**src/rtl/cacheline_adapter_pkg.sv**
```systemverilog
`default_nettype none
// +--------------------------------------------------------------------------+
// | Module   : cacheline_adapter_pkg                                         |
// | Purpose  : Shared types and constants for the cacheline <-> burst memory |
// |            adapter: FSM state encoding and line/beat geometry.           |
// | Revision : 1.0 - initial release                                         |
// +--------------------------------------------------------------------------+
package cacheline_adapter_pkg;

    localparam int BEAT_W      = 64;
    localparam int BEATS       = 4;
    localparam int LINE_W      = BEAT_W * BEATS;
    localparam int LINE_OFFSET = 5;   // log2(LINE_W/8): byte offset bits inside a line

    typedef enum logic [2:0] {
        IDLE    = 3'd0,
        RD_REQ  = 3'd1,
        RD_WAIT = 3'd2,
        WR      = 3'd3,
        RESP    = 3'd4
    } adapter_state_t;

endpackage
`default_nettype wire

```
**src/rtl/cacheline_adapter.sv**
```systemverilog
`default_nettype none
// +--------------------------------------------------------------------------+
// | Module   : cacheline_adapter                                             |
// | Purpose  : Bridges a 256-bit cacheline request port (dfp) to a 64-bit    |
// |            burst memory port (bmem). One line transaction at a time:     |
// |            reads issue one request and gather four tagged beats, writes  |
// |            stream four beats under bmem_ready flow control.              |
// | Ports    : clk, rst               - clock, synchronous active-high reset |
// |            dfp_addr/read/write    - line request from the cache          |
// |            dfp_wdata              - line to write                        |
// |            dfp_rdata, dfp_resp    - assembled read line, done pulse      |
// |            bmem_addr/read/write   - line-aligned request to memory       |
// |            bmem_wdata, bmem_ready - write beat, memory accept            |
// |            bmem_raddr/rdata/rvalid- returning read beat and its tag      |
// |            err                    - sticky protocol-error flag           |
// | Revision : 1.0 - initial release                                         |
// +--------------------------------------------------------------------------+
module cacheline_adapter #(
    parameter int ADDR_W = 32,
    parameter int BEAT_W = 64,
    parameter int BEATS  = 4
) (
    input  logic                     clk,
    input  logic                     rst,
    input  logic [ADDR_W-1:0]        dfp_addr,
    input  logic                     dfp_read,
    input  logic                     dfp_write,
    input  logic [BEAT_W*BEATS-1:0]  dfp_wdata,
    output logic [BEAT_W*BEATS-1:0]  dfp_rdata,
    output logic                     dfp_resp,
    output logic [ADDR_W-1:0]        bmem_addr,
    output logic                     bmem_read,
    output logic                     bmem_write,
    output logic [BEAT_W-1:0]        bmem_wdata,
    input  logic                     bmem_ready,
    input  logic [ADDR_W-1:0]        bmem_raddr,
    input  logic [BEAT_W-1:0]        bmem_rdata,
    input  logic                     bmem_rvalid,
    output logic                     err
);

    import cacheline_adapter_pkg::*;

    localparam int c_line_w = BEAT_W * BEATS;
    localparam int c_cnt_w  = $clog2(BEATS);
    localparam logic [c_cnt_w-1:0] c_last = c_cnt_w'(BEATS - 1);

    adapter_state_t        r_state;
    adapter_state_t        w_state_next;
    logic [ADDR_W-1:0]     r_addr;
    logic [c_line_w-1:0]   r_line;     // write data, or read line under assembly
    logic [c_line_w-1:0]   r_rdata;    // last completed read line
    logic [c_cnt_w-1:0]    r_cnt;
    logic                  r_err;

    logic                  w_last;
    logic                  w_hit;
    logic                  w_err_evt;
    logic [c_line_w-1:0]   w_line_fill;
    logic                  w_unused;

    // Offset bits inside a line are intentionally ignored.
    assign w_unused = &{1'b0, dfp_addr[LINE_OFFSET-1:0]};

    assign w_last = (r_cnt == c_last);
    assign w_hit  = (r_state == RD_WAIT) && bmem_rvalid && (bmem_raddr == r_addr);

    // Any beat not addressed to the read in progress is a protocol error,
    // including stragglers of a read abandoned by reset.
    assign w_err_evt = ((r_state == IDLE) && dfp_read && dfp_write) ||
                       (bmem_rvalid && !w_hit);

    // Line with the arriving beat merged in; also feeds dfp_rdata on the last
    // beat so the response line is valid in the same cycle as dfp_resp.
    always_comb begin
        w_line_fill = r_line;
        w_line_fill[r_cnt*BEAT_W +: BEAT_W] = bmem_rdata;
    end

    // ---------------------------------------------------------------- FSM
    always_ff @(posedge clk) begin
        if (rst) begin
            r_state <= IDLE;
        end else begin
            r_state <= w_state_next;
        end
    end

    always_comb begin
        w_state_next = r_state;
        bmem_read    = 1'b0;
        bmem_write   = 1'b0;
        bmem_wdata   = '0;
        dfp_resp     = 1'b0;
        case (r_state)
            IDLE: begin
                // Read has priority when both requests are raised.
                if (dfp_read) begin
                    w_state_next = RD_REQ;
                end else if (dfp_write) begin
                    w_state_next = WR;
                end
            end
            RD_REQ: begin
                bmem_read = 1'b1;
                if (bmem_ready) begin
                    w_state_next = RD_WAIT;
                end
            end
            RD_WAIT: begin
                if (w_hit && w_last) begin
                    w_state_next = RESP;
                end
            end
            WR: begin
                bmem_write = 1'b1;
                bmem_wdata = r_line[r_cnt*BEAT_W +: BEAT_W];
                if (bmem_ready && w_last) begin
                    w_state_next = RESP;
                end
            end
            RESP: begin
                dfp_resp     = 1'b1;
                w_state_next = IDLE;
            end
            default: begin
                w_state_next = IDLE;
            end
        endcase
    end

    // ------------------------------------------------------------ datapath
    always_ff @(posedge clk) begin
        if (rst) begin
            r_addr  <= '0;
            r_line  <= '0;
            r_rdata <= '0;
            r_cnt   <= '0;
            r_err   <= 1'b0;
        end else begin
            case (r_state)
                IDLE: begin
                    if (dfp_read || dfp_write) begin
                        r_addr <= {dfp_addr[ADDR_W-1:LINE_OFFSET], {LINE_OFFSET{1'b0}}};
                    end
                    if (dfp_write && !dfp_read) begin
                        r_line <= dfp_wdata;
                    end
                end
                RD_WAIT: begin
                    if (w_hit) begin
                        r_line <= w_line_fill;
                        r_cnt  <= r_cnt + 1'b1;
                        if (w_last) begin
                            r_rdata <= w_line_fill;
                        end
                    end
                end
                WR: begin
                    if (bmem_ready) begin
                        r_cnt <= r_cnt + 1'b1;
                    end
                end
                RESP: begin
                    r_cnt <= '0;
                end
                default: begin
                end
            endcase
            if (w_err_evt) begin
                r_err <= 1'b1;
            end
        end
    end

    assign bmem_addr = r_addr;
    assign dfp_rdata = r_rdata;
    assign err       = r_err;

endmodule
`default_nettype wire

```
**config.mk**
```make
export PLATFORM = sky130hd
export DESIGN_NAME = cacheline_adapter
export DESIGN_NICKNAME = d
export VERILOG_FILES = /design/src/rtl/cacheline_adapter_pkg.sv /design/src/rtl/cacheline_adapter.sv
export SDC_FILE = /design/constraint.sdc
export NUM_CORES = 1
export LEC_CHECK = 0
export BUFFER_PORTS_ARGS = -buffer_cell sky130_fd_sc_hd__buf_2
export CORE_AREA = 2 2 289 291
export CTS_CLUSTER_DIAMETER = 120
export DETAILED_ROUTE_END_ITERATION = 12
export DIE_AREA = 0 0 291 293
export SLEW_MARGIN = 10
export SYNTH_ARGS = -nofsm -noshare
export SYNTH_HDL_FRONTEND = slang
export SYNTH_SLANG_ARGS = --single-unit
```
**constraint.sdc**
```tcl
create_clock -name clk -period 4.4 [get_ports clk]
set_input_delay 0.44 -clock clk [delete_from_list [all_inputs] [get_ports clk]]
set_output_delay 0.44 -clock clk [all_outputs]
set_load 0.1 [all_outputs]
```
==> impl_metrics.tcl, run 1 <==
set metrics [dict create \
    io_pins 746 \
    hold_path_class "in -> reg" \
    h-tree-depth 3 \
    outcome "complete, no violations" \
    grt-ovfl-total 0 \
    numCtsBuffers 67 \
    instances_no_fill 4937 \
    via_per_inst 5.822 \
    cp.arrival_ns 3.21 \
    fmax_mhz 273.8 \
    yosys_warnings 0 \
    port_buffers 735 \
    fin_tns_setup_ns 0 \
    dp_hpwl_um 75840 \
    initialDrtViolationCount 2963 \
    netlist.area_leader.share_pct 39.03 \
    cp_data_required_time_ns 3.96 \
    synth_top_family_by_area "compound AO/OA/AOI/OAI gates" \
    final_area_mm2 0.03458 \
    tightest_slew_ns 1.198 \
    drtPass1Iterations 6 \
    grt_pass1_wl_um 174500 \
    ant_nets 0 \
    synth-xor-area-share_pct 0.8773 \
    synth_mux_area_share_pct 5.192 \
    ctsHoldBuffers 0 \
    drive_above_1_share_pct 30.49 \
    drv_slew 0 \
    pre_cts_slack_ns 0.9982 \
    grt_max_degree 135 \
    synth_enable_flop_cells 0 \
    path_class "reg -> out" \
    wire_per_inst_um 23.99 \
    wl_um 118400 \
    synth_area_leaders "dfxtp_1, a21oi_1, a211oi_2" \
    yosys.area_share.simple_pct 19.23 \
    synth_ff_type "dfxtp_1" \
    initial_core_util_pct 34.15 \
    synth_cell_type_count 45 \
    antenna_found_initial 22 \
    routed-via-count 28740 \
    grt_util_all_layers_pct 26.20 \
    powerDensity_mw_per_mm2 401.0 \
    synth_compound_area_share_pct 28.48 \
    rows 105 \
    maxCapViolations 0 \
    die_area_mm2 0.08526 \
    die_h_um 293 \
    multi_input_area_mm2 0.01526 \
    die_w_um 291 \
    post_cts_buffers 0 \
    coreArea_mm2 0.08185 \
    fin_ws_ns 0.7480 \
    root_buffer "clkbuf_16" \
    place_area_mm2 0.03238 \
    worstSetupStartpointType "flip-flop" \
    regArea_mm2 0.01092 \
    synth_area_per_cell_um2 8.489 \
    cts_tree "yes" \
    fin_worst_skew_ns 0.03666 \
    cts.path.max_buffers 3 \
    grt_pass1_vias 26860 \
    endpoint_kind "primary output" \
    path_max_fanout 33 \
    yosysSeqAreaShare_pct 39.03 \
    rsz0062_at_grt "no" \
    clk_pin_slew_ns 0.06 \
    post_cts_resized 0 \
    syn_area_mm2 0.02795 \
    insertion_delay_ns 0.61 \
    syn_inst 3293 \
    fin_nets 4197 \
    dp_cells 4803 \
    ir_drop_mv 0.2930 \
    drc 0 \
    fin_hold_ws_ns 0.07430 \
    yosysTopAreaCell "dfxtp_1" \
    setup_viol 0 \
    synth-seq-cells 545 \
    nFillCells 8290 \
    routabilityCongestion 0.9015 \
    post-route-period-util_pct 83.00 \
    cts.sinks 545 \
    p_leak_uw 0.01319 \
    fin_crit_ns 3.652 \
    max-slew-margin-rel_pct 20.15 \
    async_flop_share_pct 0 \
    synth_fa_ha_area_share_pct 0.2238 \
    area_growth_pct 23.69 \
    final-hold-violation-count 0 \
]
-- where the power goes --
group	switching, uW	internal [uW]
Sequential	207	5150
Combinational	2050	950
Clock	2300	3210
Total	4560	9310
-- final timing paths --
path	startpoint	end	slack, ns	cells past startpoint
worst min register to register	dfp_rdata[213]	dfp_rdata[213]	0.45	2
worst max-delay path	r_state[0]	bmem_wdata[23]	0.75	5
worst min-delay path	dfp_addr[29]	bmem_addr[29]	0.07	3
worst max register to register	r_state[1]	dfp_rdata[217]	0.95	8
-- kinds of logic (layout without fill, tap and decap cells) --
family	Yosys count	count (layout)
XOR/XNOR	28	28
AO/OA/AOI/OAI	1125	1125
multiplexers	65	65
adder cells (fa/ha/maj)	5	5
buffers and inverters	400	954
AND/OR/NAND/NOR	1124	1124
other	1	21
flip-flops	545	545
-- critical path, cell delays in order, from the launching register on --
cell and delay [ns]:
dfxtp_1 0.53, inv_1 0.25, nor2_4 0.77, buf_12 0.33
and3_1 0.25, buf_2 0.45
-- cell usage after synthesis, types with 4 or more instances --
cell and number:
dfxtp_1 545, a21oi_1 544, nand3_1 323, nand2_1 312, clkbuf_1 279, nor2_1 198
nor2b_1 192, o221ai_1 192, a211oi_2 160, o21ai_0 129, and3_1 67, a221o_1 64
mux4_2 64, buf_4 33, a211oi_1 32, buf_2 29, buf_1 27, buf_8 20
xnor2_1 18, xor2_1 10, inv_1 7, nor3_1 6, nor4_1 6, ha_1 5
nand4_1 4
-- layer usage --
layer,up-vias,track usage [%],share of wire [%]
met5,-,0,0.088
li1,13110,-,-
met1,13860,34.87,42
met4,16,9.895,3.3
met2,1515,41.72,46
met3,240,5.477,8.7
-- final cells by class --
type                            instances  area share (%)
Multi-Input combinational cell       2352           44.13
Inverter                                7         0.07961
Sequential cell                       545           31.58
Clock buffer                          104           5.808
Clock inverter                         14          0.4379
Tap cell                             1070           3.872
Antenna cell                           16          0.1158
Timing Repair Buffer                  829           13.98
-- cell usage in the layout (no fill, tap or decap), drive strengths merged, types with 2 or more instances in the layout --
master  synthesis  final
nand2         312    312
ha              5      5
a211oi        192    192
a21oi         544    544
xnor2          18     18
nand2b          3      3
dfxtp         545    545
nor4            6      6
and4            2      2
buf           114    829
clkinv          0     11
nor2          198    198
conb            1      5
or3             2      2
o221ai        192    192
mux4           64     64
o21ai         129    129
and3           67     67
diode           0     16
nand4           4      4
a221o          64     64
nor3            6      6
nor2b         192    192
nor4b           2      2
xor2           10     10
inv             7      8
nand3         323    323
clkbuf        279    104
-- state kept, by name, indices dropped and copies added (netlist names) --
register   flops
err            1
bmem_addr     27
r_line       256
r_cnt          2
dfp_rdata    256
r_state        3
-- metrics by stage --
stage          util [%]  power (uW)
2_1_floorplan         -        7291
3_3_place_gp      39.56        8389
4_1_cts           42.20       13920
3_5_place_dp      39.56        8404
6_report          42.25       13870
5_1_grt           42.23       14350
Note: power is estimated with default switching activity, not from simulation.
==> run 2: changes to the inputs <==
Settings changed: ABC_AREA set to 1, CORE_AREA 2 2 289 291 to 2 2 290 292, DIE_AREA 0 0 291 293 to 0 0 292 294.
Clock period 4.4 ns to 3.06 ns, I/O delays scaled along.
==> impl_metrics.tcl, run 2 <==
set metrics [dict create \
    wl_um 125200 \
    synth_cell_type_count 29 \
    via_per_inst 5.351 \
    cts.sinks 545 \
    p_leak_uw 0.01748 \
    antenna_found_initial 35 \
    ant_nets 0 \
    grt_pass1_vias 29600 \
    yosys_warnings 0 \
    syn_area_mm2 0.02829 \
    maxCapViolations 0 \
    grt_util_all_layers_pct 27.60 \
    seqPwrFrac_pct 28.4 \
    port_buffers 735 \
    yosysTopAreaCell "dfxtp_1" \
    swShare_pct 46.90 \
    path_class "reg -> out" \
    routed-via-count 32060 \
    initial_core_util_pct 34.13 \
    post-route-period-util_pct 95.86 \
    cts_tree "yes" \
    synth_enable_flop_cells 0 \
    routabilityCongestion 0.8837 \
    fin_worst_skew_ns 0.03199 \
    rsz0062_at_grt "no" \
    synth_most_common_cell "nor2_1" \
    die_h_um 294 \
    mostFrequentLayoutCell "nor2_1" \
    endpoint_kind "primary output" \
    fin_crit_ns 2.933 \
    synth_area_per_cell_um2 6.635 \
    path_max_fanout 140 \
    cts.path.max_buffers 3 \
    powerDensity_mw_per_mm2 983.6 \
    clk_pin_slew_ns 0.06 \
    synth_area_leaders "dfxtp_1, nor2_1, o21ai_0" \
    final-hold-violation-count 0 \
    yosysSeqAreaShare_pct 38.57 \
    switching_power_uw 16860 \
    internal_power_uw 19090 \
    pwr-share-comb_pct 49.7 \
    cp.arrival_ns 2.63 \
    dp_hpwl_um 81370 \
    nFillCells 8661 \
    power_uw 35950 \
    netlist_top_cells_count "nor2_1, dfxtp_1, nand2_1, o21ai_0, nand3_1" \
    layout_common_cells "nor2_1, buf_2, dfxtp_1" \
    die_w_um 292 \
    drc 0 \
    syn_inst 4264 \
    fin_nets 5230 \
    synth_ff_type "dfxtp_1" \
    grt_max_degree 141 \
    numCtsBuffers 67 \
    insertion_delay_ns 0.61 \
    initialDrtViolationCount 2842 \
    coreArea_mm2 0.08289 \
    synth-seq-cells 545 \
    root_buffer "clkbuf_16" \
    max-slew-margin-rel_pct 40.52 \
    hold_path_class "in -> reg" \
    p_clk_share_pct 21.9 \
    cp_data_required_time_ns 2.75 \
    fmax_mhz 340.9 \
    h-tree-depth 3 \
    drtPass1Iterations 6 \
    drv_slew 0 \
    grt_pass1_wl_um 184800 \
    drive_above_1_share_pct 20.83 \
    fin_tns_setup_ns 0 \
    outcome "complete, no violations" \
    setup_viol 0 \
    netlist.area_leader.share_pct 38.57 \
    rows 106 \
    tightest_slew_ns 0.8922 \
    worstSetupStartpointType "flip-flop" \
    io_pins 746 \
    ir_drop_mv 0.8090 \
    grt-ovfl-total 0 \
    async_flop_share_pct 0 \
    die_area_mm2 0.08585 \
    area_growth_pct 29.22 \
    wire_per_inst_um 20.90 \
]
run 2: changes by cell type after synthesis, moves of 192 or more:
cell      previous run  this run
nor2_1             198       998
o21ai_0            129       451
a21oi_1            544       225
inv_1                7       310
o22ai_1              0       193
nor2b_1            192         0
o221ai_1           192         0
run 2: worst max-delay path, stage by stage, from the launching register on:
cell     delay, ns
dfxtp_4       0.50
buf_12        0.37
o21ai_0       0.26
a21oi_2       0.36
buf_12        0.22
run 2: final timing paths:
kind / endpoint / slack (ns) / start / cells past startpoint
setup / recovery: bmem_wdata[37] / 0.13 / r_cnt[0] / 4
hold / removal: dfp_rdata[233] / 0.04 / bmem_rdata[41] / 3
setup reg to reg: r_line[240] / 0.34 / r_cnt[0] / 11
hold reg to reg: r_line[171] / 0.46 / r_line[171] / 2
run 2: area by class of cell:
class | instances | area (um2) | area share [%]
clock buffers | 97 | 1962 | 5.367
flip-flops and latches | 545 | 10920 | 29.87
inverters | 313 | 1196 | 3.272
well taps | 1080 | 1351 | 3.697
clock inverters | 19 | 176.4 | 0.4826
diodes | 29 | 72.57 | 0.1985
multi-input cells | 3038 | 15050 | 41.16
repair buffers | 870 | 5832 | 15.95
run 2: power groups by stage:
stage | Sequential [uW] | Clock [uW] | Combinational (uW)
floorplan | 10900 | 0 | 11500
global placement | 10300 | 0 | 17300
detailed placement | 10300 | 0 | 17400
CTS | 10200 | 8030 | 17600
global route | 10400 | 8310 | 19300
finish | 10200 | 7890 | 17900
run 2: per-layer routing:
layer	track usage [%]	vias to the layer above	wire length [um]
met1	35.64	14930	51190
li1	-	15200	-
met3	5.566	288	11080
met2	44.06	1623	57520
met4	13.13	16	5317
met5	0	-	114
run 2: repair_timing:
| item | 4_1_cts | 5_1_grt |
|---|---|---|
| buffers inserted | 0 | 1 |
| gates resized for setup | 2 | 1 |
| setup endpoints to repair | 1 | 4 |
| hold endpoints to repair | 35 | 0 |
| hold buffers | 36 | 0 |
run 2: cell families after synthesis:
logic type / after synthesis / synth area share, %
simple gates: 1903 / 27.14
compound gates: 923 / 17.42
buf+inv: 685 / 9.536
flops: 545 / 38.57
mux: 192 / 6.793
xor+xnor: 10 / 0.3096
fa+ha+maj: 5 / 0.2211
other cells: 1 / 0.01326
run 2: metrics by stage:
step	worst slack, ns	hold WS, ns	area [um2]	util (%)	std cells
2_1_floorplan	0.1074	0.3751	28530	-	4268
3_3_place_gp	0.3392	0.4472	33960	40.97	5809
3_5_place_dp	0.3235	0.4563	33960	40.97	5809
4_1_cts	0.02794	0.0008121	36470	44.00	5961
5_1_grt	0.06029	0.03122	36540	44.08	5986
6_report	0.1266	0.04421	36560	44.10	5991
